`src/rtl/fp_extract.sv`:
```
// rtl/fp_extract.sv - front end of the 12-bit linear-to-float converter
// Converts a two's-complement sample to sign-magnitude, then scans for the leading one.
module fp_extract (
    input  logic        clk,
    input  logic        rst_n,
    input  logic [11:0] D,
    input  logic        in_valid,
    output logic        in_ready,
    output logic        S,
    output logic [2:0]  E,
    output logic [3:0]  Sig,
    output logic        F,
    output logic        out_valid,
    input  logic        out_ready
);

    typedef enum logic [1:0] {
        IDLE = 2'd0,
        ABS  = 2'd1,
        SCAN = 2'd2,
        DONE = 2'd3
    } state_t;

    state_t      state, state_nx;
    logic [11:0] data_q;
    logic [11:0] mag_q;
    logic        sign_q;
    logic [2:0]  ecnt_q;
    logic [11:0] neg_val;
    logic [11:0] abs_val;
    logic        scan_end;

    // -2048 has no positive twin in 12 bits, so it saturates to the largest magnitude
    always_comb begin
        neg_val = ~data_q + 12'd1;
        abs_val = data_q[11] ? neg_val : data_q;
        if (abs_val == 12'h800) begin
            abs_val = 12'h7FF;
        end
    end

    assign scan_end = (ecnt_q == 3'd0) || mag_q[10];
    assign in_ready = (state == IDLE);

    always_comb begin
        state_nx = state;
        case (state)
            IDLE: if (in_valid) state_nx = ABS;
            ABS:  state_nx = SCAN;
            SCAN: if (scan_end) state_nx = DONE;
            DONE: if (out_ready) state_nx = IDLE;
            default: state_nx = IDLE;
        endcase
    end

    always_ff @(posedge clk or negedge rst_n) begin
        if (!rst_n) begin
            state <= IDLE;
        end else begin
            state <= state_nx;
        end
    end

    always_ff @(posedge clk or negedge rst_n) begin
        if (!rst_n) begin
            data_q    <= 12'd0;
            mag_q     <= 12'd0;
            sign_q    <= 1'b0;
            ecnt_q    <= 3'd0;
            S         <= 1'b0;
            E         <= 3'd0;
            Sig       <= 4'd0;
            F         <= 1'b0;
            out_valid <= 1'b0;
        end else begin
            case (state)
                IDLE: begin
                    if (in_valid) begin
                        data_q <= D;
                    end
                end
                ABS: begin
                    sign_q <= data_q[11];
                    mag_q  <= abs_val;
                    ecnt_q <= 3'd7;
                end
                SCAN: begin
                    if (scan_end) begin
                        S         <= sign_q;
                        E         <= ecnt_q;
                        Sig       <= mag_q[10:7];
                        F         <= mag_q[6];
                        out_valid <= 1'b1;
                    end else begin
                        mag_q  <= {mag_q[10:0], 1'b0};
                        ecnt_q <= ecnt_q - 3'd1;
                    end
                end
                DONE: begin
                    if (out_ready) begin
                        out_valid <= 1'b0;
                    end
                end
                default: ;
            endcase
        end
    end

endmodule
```
`config.mk`:
```
export PLATFORM = sky130hd
export DESIGN_NAME = fp_extract
export DESIGN_NICKNAME = d
export VERILOG_FILES = /design/src/rtl/fp_extract.sv
export SDC_FILE = /design/constraint.sdc
export NUM_CORES = 1
export LEC_CHECK = 0
export ABC_AREA = 0
export CORE_MARGIN = 8
export CORE_UTILIZATION = 36
export CTS_CLUSTER_DIAMETER = 100
export DETAILED_ROUTE_END_ITERATION = 8
export SLEW_MARGIN = 20
export SYNTH_ARGS = -nofsm -noshare
export SYNTH_HDL_FRONTEND = slang
export SYNTH_SLANG_ARGS = --single-unit
```
`constraint.sdc`:
```
create_clock -name clk -period 4.9 [get_ports clk]
set_input_delay 0.735 -clock clk [delete_from_list [all_inputs] [get_ports clk]]
set_output_delay 0.735 -clock clk [all_outputs]
set_load 0.005 [all_outputs]
```
==> flow_summary.toml <==
[drt]
drc = 0
drt_iter0_drc = 45
wl_per_cell_um = 13.3
antenna_left = 0
dr.pass1.iters = 4
wirelength_um = 3690
vias_per_cell = 4.85
vias = 1349

[global_route]
grt_pass1_vias = 1333
gr-usage-met3 = 0.0331
grt_use_met2 = 0.149
grt_usage = 0.104
grt_pass1_wl_um = 6480
grt_use_met1 = 0.144
antenna_found_initial = 0
top_usage_layer = "met2"
grt_max_degree = 40
overflow = 0

[worst_hold_path]
hold_class = "reg2reg"

[clock_tree]
cts_tree = "done"
clock-sinks = 39
cts-hold-fix-buffers = 0
clock-root-buffer = "clkbuf_8"
max-clock-path-buffers = 2
cts_buffers = 5
cts_resized = 0
clkSlewWorstSetupHoldPaths_ns = 0.07
cts_htree_levels = 2
postCtsSetupBuffers = 0
clock_latency_ns = 0.29

[timing]
rsz0062_at_grt = "no"
setup_viol = 0
timing.final.crit_share = 0.490
worst_pin_slew_ns = 0.876
maxSlewViolCount = 0
fin_skew_ns = 0.00905
hold_violations = 0
finalSetupTns_ns = 0
max_freq_mhz = 416
period_needed_ns = 2.40
max-slew-margin-rel = 0.413

[die]
die_w_um = 89.3
start_util = 0.377
io-pin-count = 27
die_area_mm2 = 0.00798
rows = 26
die_h_um = 89.3
coreArea_mm2 = 0.00514

[logic_synthesis]
synth_largest_area_cell = "dfrtp_1"
synth_xor_area_frac = 0.0407
synth.area.top_cells = "dfrtp_1, mux2_2, ha_1, xnor2_1, a21oi_1"
syn_area_mm2 = 0.00194
synth_top_family_by_area = "compound AO/OA/AOI/OAI gates"
seq_area_frac_synth = 0.504
synth-compound-area-share = 0.149
synth_cell_types = 34
synthSimpleGateAreaFrac = 0.114
syn_avg_cell_area_um2 = 10.7
yosysWarnings = 0
synthCells = 181
synthAdderAreaFrac = 0.0452
ys_ff_latch = 39
synth.top_cell.area_share = 0.504
syn_nets = 204
synth.area.mux_share = 0.111

[finish]
layout_common_cells = "dfrtp_1, clkdlybuf4s50_1, mux2_2"
multi_input_area_um2 = 888
n_fill_cell = 526
diodes = 0
fin_nets = 231
final_common_cell = "dfrtp_1"
drive_gt1_frac = 0.159
synthToLayoutAreaGrowth_pct = 20.7
regArea_um2 = 976

[pwr]
combPwrFrac = 0.473
power_switching_w = 0.000611
internal_power_w = 0.000984
ir_drop_mv = 0.261
power_density_mw_per_mm2 = 683
p_clk_frac = 0.134
total_leakage_power_nw = 1.00
p_total_w = 0.00159
swShare = 0.383
power_frac_seq = 0.393

[worst_setup_path]
critPathMaxStageDelay_ns = 0.74
critPathArrivalTime_ns = 2.57
worstPathMaxFanout = 16
worst_path_most_repeated_cell = "inv_1"
worst_setup_path_end_kind = "flip-flop"
path_cells = "inv_1 > ha_1 > inv_1 > nor3_2 > nor2_1 > nor3_1 > a21oi_1"
cp_num_buf_inv = 2
critPathRequiredTime_ns = 5.07
crit_family = "simple AND/OR/NAND/NOR gates"
cp_slowest_cell = "nor3_2"
crit_type = "reg2reg"
start_kind = "flip-flop"

[run]
cap_violations = 0

[status]
status = "finished clean"

[placement]
dp_hpwl_um = 2790
io_buffers = 26
gp_congestion = 0.747
-- stage by stage --
stage	std cells	setup WS (ns)	area, µm²	util	hold slack, ns
final	278	2.50	2340	0.454	0.474
after global routing	278	2.31	2340	0.454	0.523
after detailed placement	271	2.49	2250	0.437	0.467
after global placement	271	2.63	2250	0.437	0.460
after floorplan	181	3.11	1940	-	0.439
after CTS	278	2.49	2340	0.454	0.477
-- cells in the mapped netlist --
library cell,count
a211oi_1,1
a21oi_1,13
a22o_1,1
a22oi_1,2
a31oi_1,1
a41o_1,1
and3_1,1
buf_1,1
buf_4,1
buf_6,1
clkbuf_1,4
dfrtp_1,39
ha_1,7
inv_1,9
mux2_2,19
nand2_1,17
nand2b_1,2
nand4_1,1
nor2_1,13
nor2b_1,4
nor3_1,3
nor3_2,1
nor3b_1,1
o211ai_1,1
o21ai_0,9
o21ai_1,9
o31ai_1,1
o32a_1,1
o41a_1,1
o41ai_2,3
or2_2,1
or3_1,3
xnor2_1,8
xor2_1,1
-- power groups by stage --
stage	Sequential (W)	Clock [W]	Combinational, W
6_report	0.000626	0.000214	0.000755
5_1_grt	0.000655	0.000244	0.000855
4_1_cts	0.000628	0.000225	0.000766
3_5_place_dp	0.000633	0	0.000766
3_3_place_gp	0.000630	0	0.000747
2_1_floorplan	0.000591	0	0.000569
-- cell families (layout without fill, tap and decap cells) --
group / count (synthesis) / count (layout)
and+or+nand+nor: 47 / 47
AOI/OAI and AO/OA: 44 / 44
adders and majority gates: 7 / 7
muxes: 19 / 19
DFF: 39 / 39
buffers and inverters: 16 / 43
xor gates and xnor gates: 9 / 9
-- layer usage --
metal	vias to the layer above	share of wire	wire [µm]
met1	627	0.52	1920
met3	5	0.050	185
met4	0	0.0092	34
li1	689	-	-
met5	-	0	0
met2	28	0.42	1560
-- worst paths after layout --
| check | slack [ns] | endpoint | cells past startpoint | startpoint |
|---|---|---|---|---|
| max in group asynchronous | 3.81 | state[0] | 1 | rst_n |
| worst min-delay path | 0.47 | ecnt_q[0] | 1 | ecnt_q[0] |
| min in group asynchronous | 0.56 | E[0] | 1 | rst_n |
| worst max-delay path | 2.50 | mag_q[3] | 7 | state[0] |
| worst min register to register | 0.47 | ecnt_q[0] | 1 | ecnt_q[0] |
| worst max register to register | 2.50 | mag_q[3] | 7 | state[0] |
-- sequential cells by signal, summed over array words and instances (netlist names) --
| register | count |
|---|---|
| sign_q | 1 |
| E | 3 |
| ecnt_q | 3 |
| mag_q | 11 |
| data_q | 12 |
| F | 1 |
| out_valid | 1 |
| Sig | 4 |
| state | 2 |
| S | 1 |
-- final cells by class --
type                    instances  area share
repair buffers                 27       0.112
clock buffers                   6      0.0354
inverters                       9      0.0145
clock inverters                 1     0.00214
flip-flops and latches         39       0.418
well taps                      70      0.0375
multi-input cells             126       0.380
No activity file was read; power rests on OpenSTA's default activity.
